<file path="src/rtl/div_rem_sched_pkg.sv">
// Shared types for the mult/div functional unit.
// Divide scheduler entries, states and special-case decode.
package rv32i_types;

  localparam logic [2:0] mult_div_f3_mul    = 3'b000;
  localparam logic [2:0] mult_div_f3_mulh   = 3'b001;
  localparam logic [2:0] mult_div_f3_mulhsu = 3'b010;
  localparam logic [2:0] mult_div_f3_mulhu  = 3'b011;
  localparam logic [2:0] mult_div_f3_div    = 3'b100;
  localparam logic [2:0] mult_div_f3_divu   = 3'b101;
  localparam logic [2:0] mult_div_f3_rem    = 3'b110;
  localparam logic [2:0] mult_div_f3_remu   = 3'b111;

  localparam int NUM_DIV_CYCLES = 34;

  localparam int PD_BITS  = 6;
  localparam int ROB_BITS = 5;

  typedef struct packed {
    logic [31:0]         rs1_v;
    logic [31:0]         rs2_v;
    logic [2:0]          funct3;
    logic [PD_BITS-1:0]  pd;
    logic [ROB_BITS-1:0] rob;
  } div_entry_t;

  typedef enum logic [1:0] {
    IDLE,
    RUN,
    DONE,
    DRAIN
  } sched_state_t;

  typedef struct packed {
    logic        hit;
    logic [31:0] val;
  } div_special_t;

  function automatic logic div_f3_legal(
    input logic [2:0] f3
  );
    return (f3 == mult_div_f3_div)  ||
           (f3 == mult_div_f3_divu) ||
           (f3 == mult_div_f3_rem)  ||
           (f3 == mult_div_f3_remu);
  endfunction

  function automatic logic [32:0] div_ext(
    input logic [31:0] v,
    input logic        sgn
  );
    return {sgn & v[31], v};
  endfunction

  function automatic div_special_t div_special(
    input logic [31:0] rs1,
    input logic [31:0] rs2,
    input logic        is_rem,
    input logic        is_sgn
  );
    div_special_t s;
    s.hit = 1'b0;
    s.val = '0;
    unique case (1'b1)
      (rs2 == 32'h0): begin
        s.hit = 1'b1;
        s.val = is_rem ? rs1 : 32'hffff_ffff;
      end
      (is_sgn && rs1 == 32'h8000_0000 &&
       rs2 == 32'hffff_ffff): begin
        s.hit = 1'b1;
        s.val = is_rem ? 32'h0 : 32'h8000_0000;
      end
      default: ;
    endcase
    return s;
  endfunction

endpackage

</file>
<file path="src/rtl/div_rem_sched_fifo.sv">
// Small in-order queue of pending divide ops.
// Flush empties it and wins over a same-cycle push.
module fu_fifo
  import rv32i_types::*;
#(
  parameter int DEPTH = 4
) (
  input  logic       clk,
  input  logic       rst,
  input  logic       push,
  input  logic       pop,
  input  logic       flush,
  input  div_entry_t din,
  output div_entry_t dout,
  output logic       full,
  output logic       empty
);

  localparam int AW = $clog2(DEPTH);

  div_entry_t     mem [DEPTH];
  logic [AW:0]    wp;
  logic [AW:0]    rp;

  assign empty = (wp == rp);
  assign full  = (wp[AW] != rp[AW]) &&
                 (wp[AW-1:0] == rp[AW-1:0]);
  assign dout  = mem[rp[AW-1:0]];

  // pointer update; flush drops queued and incoming work
  always_ff @(posedge clk) begin
    if (rst || flush) begin
      wp <= '0;
      rp <= '0;
    end else begin
      if (push && !full)
        wp <= wp + (AW+1)'(1);
      if (pop && !empty)
        rp <= rp + (AW+1)'(1);
    end
  end

  // entry storage
  always_ff @(posedge clk) begin
    if (push && !full && !flush)
      mem[wp[AW-1:0]] <= din;
  end

endmodule

</file>
<file path="src/rtl/div_rem_sched.sv">
// Issue controller and result buffer for the shared
// sequential divider: queue, special cases, CDB hold.
module div_rem_sched
  import rv32i_types::*;
#(
  parameter int DEPTH         = 4,
  parameter int PHYS_REG_BITS = PD_BITS,
  parameter int ROB_IDX_BITS  = ROB_BITS
) (
  input  logic                     clk,
  input  logic                     rst,
  input  logic                     req_valid,
  output logic                     req_ready,
  input  logic [31:0]              req_rs1_v,
  input  logic [31:0]              req_rs2_v,
  input  logic [2:0]               req_funct3,
  input  logic [PHYS_REG_BITS-1:0] req_pd,
  input  logic [ROB_IDX_BITS-1:0]  req_rob,
  input  logic                     flush,
  output logic                     div_start,
  output logic [32:0]              div_a,
  output logic [32:0]              div_b,
  input  logic                     div_complete,
  input  logic [32:0]              div_quotient,
  input  logic [32:0]              div_remainder,
  output logic                     cdb_valid,
  input  logic                     cdb_ready,
  output logic [31:0]              cdb_rd_v,
  output logic [PHYS_REG_BITS-1:0] cdb_pd,
  output logic [ROB_IDX_BITS-1:0]  cdb_rob,
  output logic                     busy
);

  sched_state_t state;
  div_entry_t   req_e;
  div_entry_t   head;
  div_entry_t   cur;
  div_special_t sp;
  logic         full;
  logic         empty;
  logic         pop;
  logic         issue;
  logic         cmp_q;
  logic         cmp_edge;
  logic         unused;

  assign req_e = '{
    rs1_v:  req_rs1_v,
    rs2_v:  req_rs2_v,
    funct3: req_funct3,
    pd:     PD_BITS'(req_pd),
    rob:    ROB_BITS'(req_rob)
  };

  fu_fifo #(.DEPTH(DEPTH)) u_fifo (
    .clk   (clk),
    .rst   (rst),
    .push  (req_valid),
    .pop   (pop),
    .flush (flush),
    .din   (req_e),
    .dout  (head),
    .full  (full),
    .empty (empty)
  );

  assign sp = div_special(head.rs1_v, head.rs2_v,
                          head.funct3[1], !head.funct3[0]);

  assign pop       = (state == IDLE) && !empty && !flush;
  assign issue     = pop && !sp.hit;
  assign div_start = issue;
  assign cmp_edge  = div_complete && !cmp_q;
  assign req_ready = !full;
  assign busy      = (state != IDLE) || !empty;
  assign cdb_valid = (state == DONE);

  assign unused = ^{div_quotient[32], div_remainder[32],
                    cur.funct3[2]};

  // operands come from the head on issue, then from the
  // in-flight copy so the core sees them stable until done
  always_comb begin
    div_a = '0;
    div_b = '0;
    if (issue) begin
      div_a = div_ext(head.rs1_v, !head.funct3[0]);
      div_b = div_ext(head.rs2_v, !head.funct3[0]);
    end else if (state == RUN || state == DRAIN) begin
      div_a = div_ext(cur.rs1_v, !cur.funct3[0]);
      div_b = div_ext(cur.rs2_v, !cur.funct3[0]);
    end
  end

  // issue / wait / hold-for-CDB state machine
  always_ff @(posedge clk) begin
    if (rst) begin
      state    <= IDLE;
      cur      <= '0;
      cmp_q    <= 1'b0;
      cdb_rd_v <= '0;
      cdb_pd   <= '0;
      cdb_rob  <= '0;
    end else begin
      cmp_q <= div_complete;
      unique case (state)
        IDLE: begin
          if (pop) begin
            if (sp.hit) begin
              cdb_rd_v <= sp.val;
              cdb_pd   <= PHYS_REG_BITS'(head.pd);
              cdb_rob  <= ROB_IDX_BITS'(head.rob);
              state    <= DONE;
            end else begin
              cur   <= head;
              state <= RUN;
            end
          end
        end
        RUN: begin
          if (flush) begin
            // a completion edge in the flush cycle means the
            // core is already idle, so nothing left to drain
            state <= cmp_edge ? IDLE : DRAIN;
          end else if (cmp_edge) begin
            cdb_rd_v <= cur.funct3[1] ? div_remainder[31:0]
                                      : div_quotient[31:0];
            cdb_pd   <= PHYS_REG_BITS'(cur.pd);
            cdb_rob  <= ROB_IDX_BITS'(cur.rob);
            state    <= DONE;
          end
        end
        DONE: begin
          if (flush || cdb_ready)
            state <= IDLE;
        end
        DRAIN: begin
          if (cmp_edge)
            state <= IDLE;
        end
        default: state <= IDLE;
      endcase
    end
  end

  // only divide/remainder encodings may be dispatched here
  always_ff @(posedge clk) begin
    if (!rst && req_valid && req_ready)
      assert (div_f3_legal(req_funct3));
  end

endmodule

</file>
<file path="config.mk">
export PLATFORM = sky130hd
export DESIGN_NAME = div_rem_sched
export DESIGN_NICKNAME = d
export VERILOG_FILES = /design/src/rtl/div_rem_sched_pkg.sv /design/src/rtl/div_rem_sched_fifo.sv /design/src/rtl/div_rem_sched.sv
export SDC_FILE = /design/constraint.sdc
export NUM_CORES = 1
export LEC_CHECK = 0
export BUFFER_PORTS_ARGS = -buffer_cell sky130_fd_sc_hd__buf_4
export CORE_ASPECT_RATIO = 1.5
export CORE_MARGIN = 1
export CORE_UTILIZATION = 25
export DETAILED_ROUTE_END_ITERATION = 6
export MAX_ROUTING_LAYER = met4
export PLACE_DENSITY = 0.5
export SYNTH_ARGS = -nofsm -noshare
export SYNTH_HDL_FRONTEND = slang
export SYNTH_SLANG_ARGS = --single-unit
</file>
<file path="constraint.sdc">
create_clock -name clk -period 3.5 [get_ports clk]
set_clock_uncertainty 0.1 [all_clocks]
set_input_delay 0.35 -clock clk [delete_from_list [all_inputs] [get_ports clk]]
set_output_delay 0.35 -clock clk [all_outputs]
set_load 0.05 [all_outputs]
</file>
Word-level counts from Yosys, hierarchy flattened
Memory sizes are Yosys's and may differ from the RTL's. A register that Yosys moved wholly into a read port is not among the register bits.
Cells that the tools add are included.
- $add $sub $neg: 2
- equality and inequality tests: 15
- muxes and demuxes: 35
- bitwise operators: 5
- reduce and logical (&&, ||, !) cells: 28
- operators by type and width (cell ; count):
    32-bit two-way mux ; 7
    33-bit two-way mux ; 4
    33-bit one-hot mux with 2 select lines ; 1
    32-bit == test, second input constant ; 2
    32-bit one-hot mux with 2 select lines ; 1
    32-bit zero test ; 1
    6-bit two-way mux ; 4
    5-bit two-way mux ; 4
    2-bit two-way mux ; 9
    6-bit one-hot mux with 2 select lines ; 1
    1-bit logical AND ; 10
    2-bit inequality test, second input constant ; 5
    5-bit one-hot mux with 2 select lines ; 1
    2-bit one-hot mux with 4 select lines ; 1
    1-bit zero test ; 7
    3-bit by 1-bit adder with 3-bit output, second input constant ; 2
    5-bit AND reduction ; 1
    1-bit bitwise AND ; 4
    2-bit == test, second input constant ; 2
    1-bit logical OR ; 4
    4-bit AND reduction ; 1
    2-bit nonzero test ; 2
    3-bit == test ; 1
    3-bit inequality test, second input constant ; 1
    8 further kinds ; 9
- flip-flop bits (word level): 129
- RAM bits: 312
- input bits: 150
- output and inout bits: 113
- word-level logic and storage cells: 98
- memories: 1
- memories (name ; words ; bits a word ; rd ports ; clocked after memory_dff ; write ports ; line ; RTL):
    u_fifo.mem ; 4 ; 78 ; 1 ; 1 ; 1 ; div_rem_sched_fifo.sv:21 ; div_entry_t mem [DEPTH];

Longest topological paths before layout
- word-level depth: 7
- depth in mapped cells: 14
- gate-level depth less buffers: 8

Modules after synthesis
From an unflattened synthesis, not the netlist that was laid out.
- cells, all modules: 1369
- area, all modules: 18480.2 µm²
- by module, submodules not included (module ; instances ; cells an instance ; area each (µm²) ; sequential area each (µm²)):
    fu_fifo ; 1 ; 476 ; 11826.3 ; 9529.1
    div_rem_sched ; 1 ; 893 ; 6653.9 ; 2462.4

Worst setup path after synthesis
OpenSTA, ideal clock, no wires.
- path kind: reg2out
- start: reg with a tool-made name
- end: out div_b[32]
- arrival: 3.305 ns
- data required time: 3.050 ns
- setup slack: -0.255 ns
- stages on the path, launching flop included: 13
- path buffers: 5
- cells stage by stage: dfxtp_1 buf_6 buf_6 buf_6 mux4_2 nor4bb_1 and4_1 nand4_1 o21ba_1 buf_6 buf_6 nand3_1 o21ai_0
- RTL lines (what ; line ; RTL):
    end, declared ; div_rem_sched.sv:22 ; output logic [32:0] div_b,

==> key figures <==
STA
  – Fin crit share: 1.19
  – Setup ws final: -680 ps
  – Hold WS: 87.0 ps
  – Max Slew Vio Count: 0
  – Worst-Margin Slew: 870 ps
  – Final Hold Viols: 0
  – RSZ-0062 raised after global routing: true
  – Post-route minimum period: 4180 ps
  – Setup violators final: 67
  – Slew Limit Headroom: 0.420
  – Achievable frequency: 239 MHz

Synthesis
  – Mux contribution to synthesized area: 0.127
  – Synthesized flop and latch total: 439
  – Top-count cell post-synth: edfxtp_1
  – Synthesized Nets: 1,490
  – Top cell type's share of synthesized area: 0.510
  – Mapped Avg Cell Area: 13.6 um2
  – Top cells by area, synth: edfxtp_1, dfxtp_1, mux4_2
  – Yosys cell types: 49
  – Area share of fa/ha/maj cells after synthesis: 0.00345
  – Largest family of logic cells by synthesized area: multiplexers
  – Mapped Area: 0.0181 mm2
  – Sequential-to-total area share from yosys stat: 0.654
  – Warning count from the yosys run: 0
  – Top FF cell, synth: edfxtp_1
  – Post-Synth Simple-Gate Area: 0.121
  – Synth Area in Compound Gates: 0.0634
  – Synth area leader: edfxtp_1
  – Async set or reset register ratio after synthesis: 0
  – Post-synth EDFFs: 308
  – Post-synth top cells: edfxtp_1, nand2_1, dfxtp_1
  – XOR/XNOR share of the synthesized area: 0.00338
  – Cells after Synth: 1,335

Detailed routing
  – Routed Wire Length: 63,500 um
  – DR WL/cell: 22.8 um
  – Final ANT Viol Nets: 0
  – Vias/cell: 4.80
  – Pre-antenna DRT Iters: 5
  – # DRC: 0
  – Initial DRC Count: 782
  – Vias: 13,400

Power and ir drop
  – Net Switching: 0.00306 W
  – Sw Ratio: 0.250
  – Leakage power: 9.53 nW
  – Combinational power share: 0.131
  – Sequential group share of total power: 0.469
  – Clock Power Share: 0.400
  – Worst VDD drop: 0.325 mV
  – Internal power: 0.00916 W
  – PD cells: 456 mW/mm2

Critical path
  – Critical Path End Type: output port
  – Crit path DAT: 3730 ps
  – Critical Path Start Type: register
  – Worst path required time: 3050 ps
  – WS Path Type: reg -> out
  – Crit Path Max Fanout: 8

Floorplan
  – Initial core utilization: 0.253
  – Die area: 0.0737 mm2
  – Die Span Y: 332 um
  – Rows: 120
  – Die width: 222 um
  – Ports: 263
  – Core Area: 0.0716 mm2

Placed design
  – Hpwl dp: 43,300 um
  – Cells after DPL: 2,540
  – Global placer's final weighted congestion: 0.804
  – IO Port Bufs: 259

Global routing
  – Routing usage on met1: 0.193
  – Largest net degree at the start of global routing: 78
  – Tot GR Track Use: 0.169
  – Routing usage on met3: 0.0252
  – Grt ovf: 0
  – Antenna violations before repair: 10
  – Layer with the highest usage: met2
  – Global-route wire length before repair: 88,800 um
  – Met2 Use GR: 0.295
  – Number of global-route vias before repair: 13,500

Clocking
  – Clk buf depth: 3
  – CTS tree: yes
  – Clock Sinks: 439
  – Worst skew pair latency: 580 ps
  – Clk root buf: clkbuf_16
  – Clock transition at path regs: 60 ps
  – CTS buffer count: 47
  – # H-tree levels: 2

Status
  – Outcome: complete, but fails checks
  – Failing checks: negative setup slack

Final layout
  – Area Overhead vs Synth: 47.7%
  – Non-Filler Instances: 2,781
  – Final #Nets: 1,975
  – Share of cells above drive strength 1: 0.437
  – Sequential Area: 0.0119 mm2
  – FILL cells: 6,768
  – Footprint of the multi-input gates: 0.00704 mm2

Run
  – Max Cap Violations: 0

Min path
  – HP Class: in -> reg
==> path summary, 6_finish.rpt <==
check,startpoint,endpoint,depth (start not counted),slack [ps]
max,register,div_a[30],12,-680
min,cdb_ready,state[1]$_SDFFE_PP0P_,4,90
max reg2reg,register,cur[58]$_SDFFE_PP0P_,15,30
min reg2reg,cdb_rd_v[31]$_SDFFE_PP0P_,cdb_rd_v[31]$_SDFFE_PP0P_,2,360
==> cell families after synthesis <==
kind of cell / Yosys count
AOI/OAI and AO/OA: 199
xor gates and xnor gates: 7
adders and majority gates: 5
buffers and inverters: 108
DFF: 439
muxes: 132
and+or+nand+nor: 445
==> state kept, by name (all words and copies together) (netlist names), 2 cells and up, named ones only <==
name        cells
cdb_pd          6
cdb_rd_v       32
cdb_rob         5
cur            77
state           2
u_fifo.mem    308
u_fifo.rp       3
u_fifo.wp       3
==> worst max-delay path, cell delays in order (launching register included) <==
cell,delay [ps]
dfxtp_4,430
buf_12,160
buf_4,110
mux4_2,520
or4b_4,540
nor4_4,160
nand4_1,140
buf_6,160
o21ba_4,330
buf_4,200
nand3_1,120
nand2_2,100
buf_6,160
==> what timing repair did <==
| action | 4_1_cts | 5_1_grt |
|---|---|---|
| gates cloned | 3 | 7 |
| pin swaps | 38 | 46 |
| setup buffers | 15 | 42 |
| hold buffers | 79 | 0 |
| hold endpoints to repair | 310 | 0 |
| setup endpoints to repair | 187 | 183 |
| resized for setup | 194 | 190 |
==> through the flow <==
stage | util | TNS [ps] | total power [W] | cell area, um2 | setup WS, ps
finish | 0.374 | -38350 | 0.0122 | 26800 | -680
global route | 0.374 | -48620 | 0.0126 | 26800 | -777
CTS | 0.354 | -41330 | 0.0122 | 25300 | -688
detailed placement | 0.308 | -21230 | 0.00716 | 22000 | -296
global placement | 0.308 | -16670 | 0.00714 | 22000 | -218
floorplan | - | 0 | 0.00651 | 18200 | 40.9
==> placed cells by master (no fill, tap or decap), drive strengths merged, types with 2 or more instances in the layout <==
cell         Yosys  final
a21o             2      2
o21ai           78     78
dlygate4sd3      0     79
nor3            39     39
nor4b            2      2
nor2b           35     35
diode            0      7
dfxtp          131    131
mux2            11     11
inv              5      8
a21oi           80     80
nor2            63     63
mux2i           44     44
nand2b          35     35
mux4            77     77
clkbuf          69     76
edfxtp         308    308
o21ba            1      4
nor4bb           3      3
xnor2            2      2
clkinvlp         0      3
nor4            15     15
or2              2      2
nand3           81     81
or4              5      5
and2             4      4
nand4b           2      2
clkinv           0     12
buf             34    450
nand4           16     16
a311oi          31     31
nand2          137    137
xor2             5      5
a211oi           3      3
ha               5      5
==> power groups by stage <==
stage	clock [W]	sequential [W]	combinational (W)
2_1_floorplan	0	0.00585	0.000665
3_3_place_gp	0	0.00583	0.00131
3_5_place_dp	0	0.00584	0.00132
4_1_cts	0.00500	0.00573	0.00150
5_1_grt	0.00518	0.00574	0.00169
6_report	0.00488	0.00573	0.00160
==> per-layer routing <==
metal	wire length, um	up-vias
met5	0	-
met4	2260	0
met3	3190	112
met2	33200	475
met1	24900	6711
li1	-	6064
==> area by class of cell <==
cell class              instances  share of cell area
diodes                          7            0.000654
repair buffers                536               0.193
well taps                     915              0.0427
flip-flops and latches        439               0.443
inverters                       5            0.000700
clock buffers                  69              0.0512
clock inverters                19             0.00528
multi-input cells             791               0.263
(Power assumes the default switching activity.)
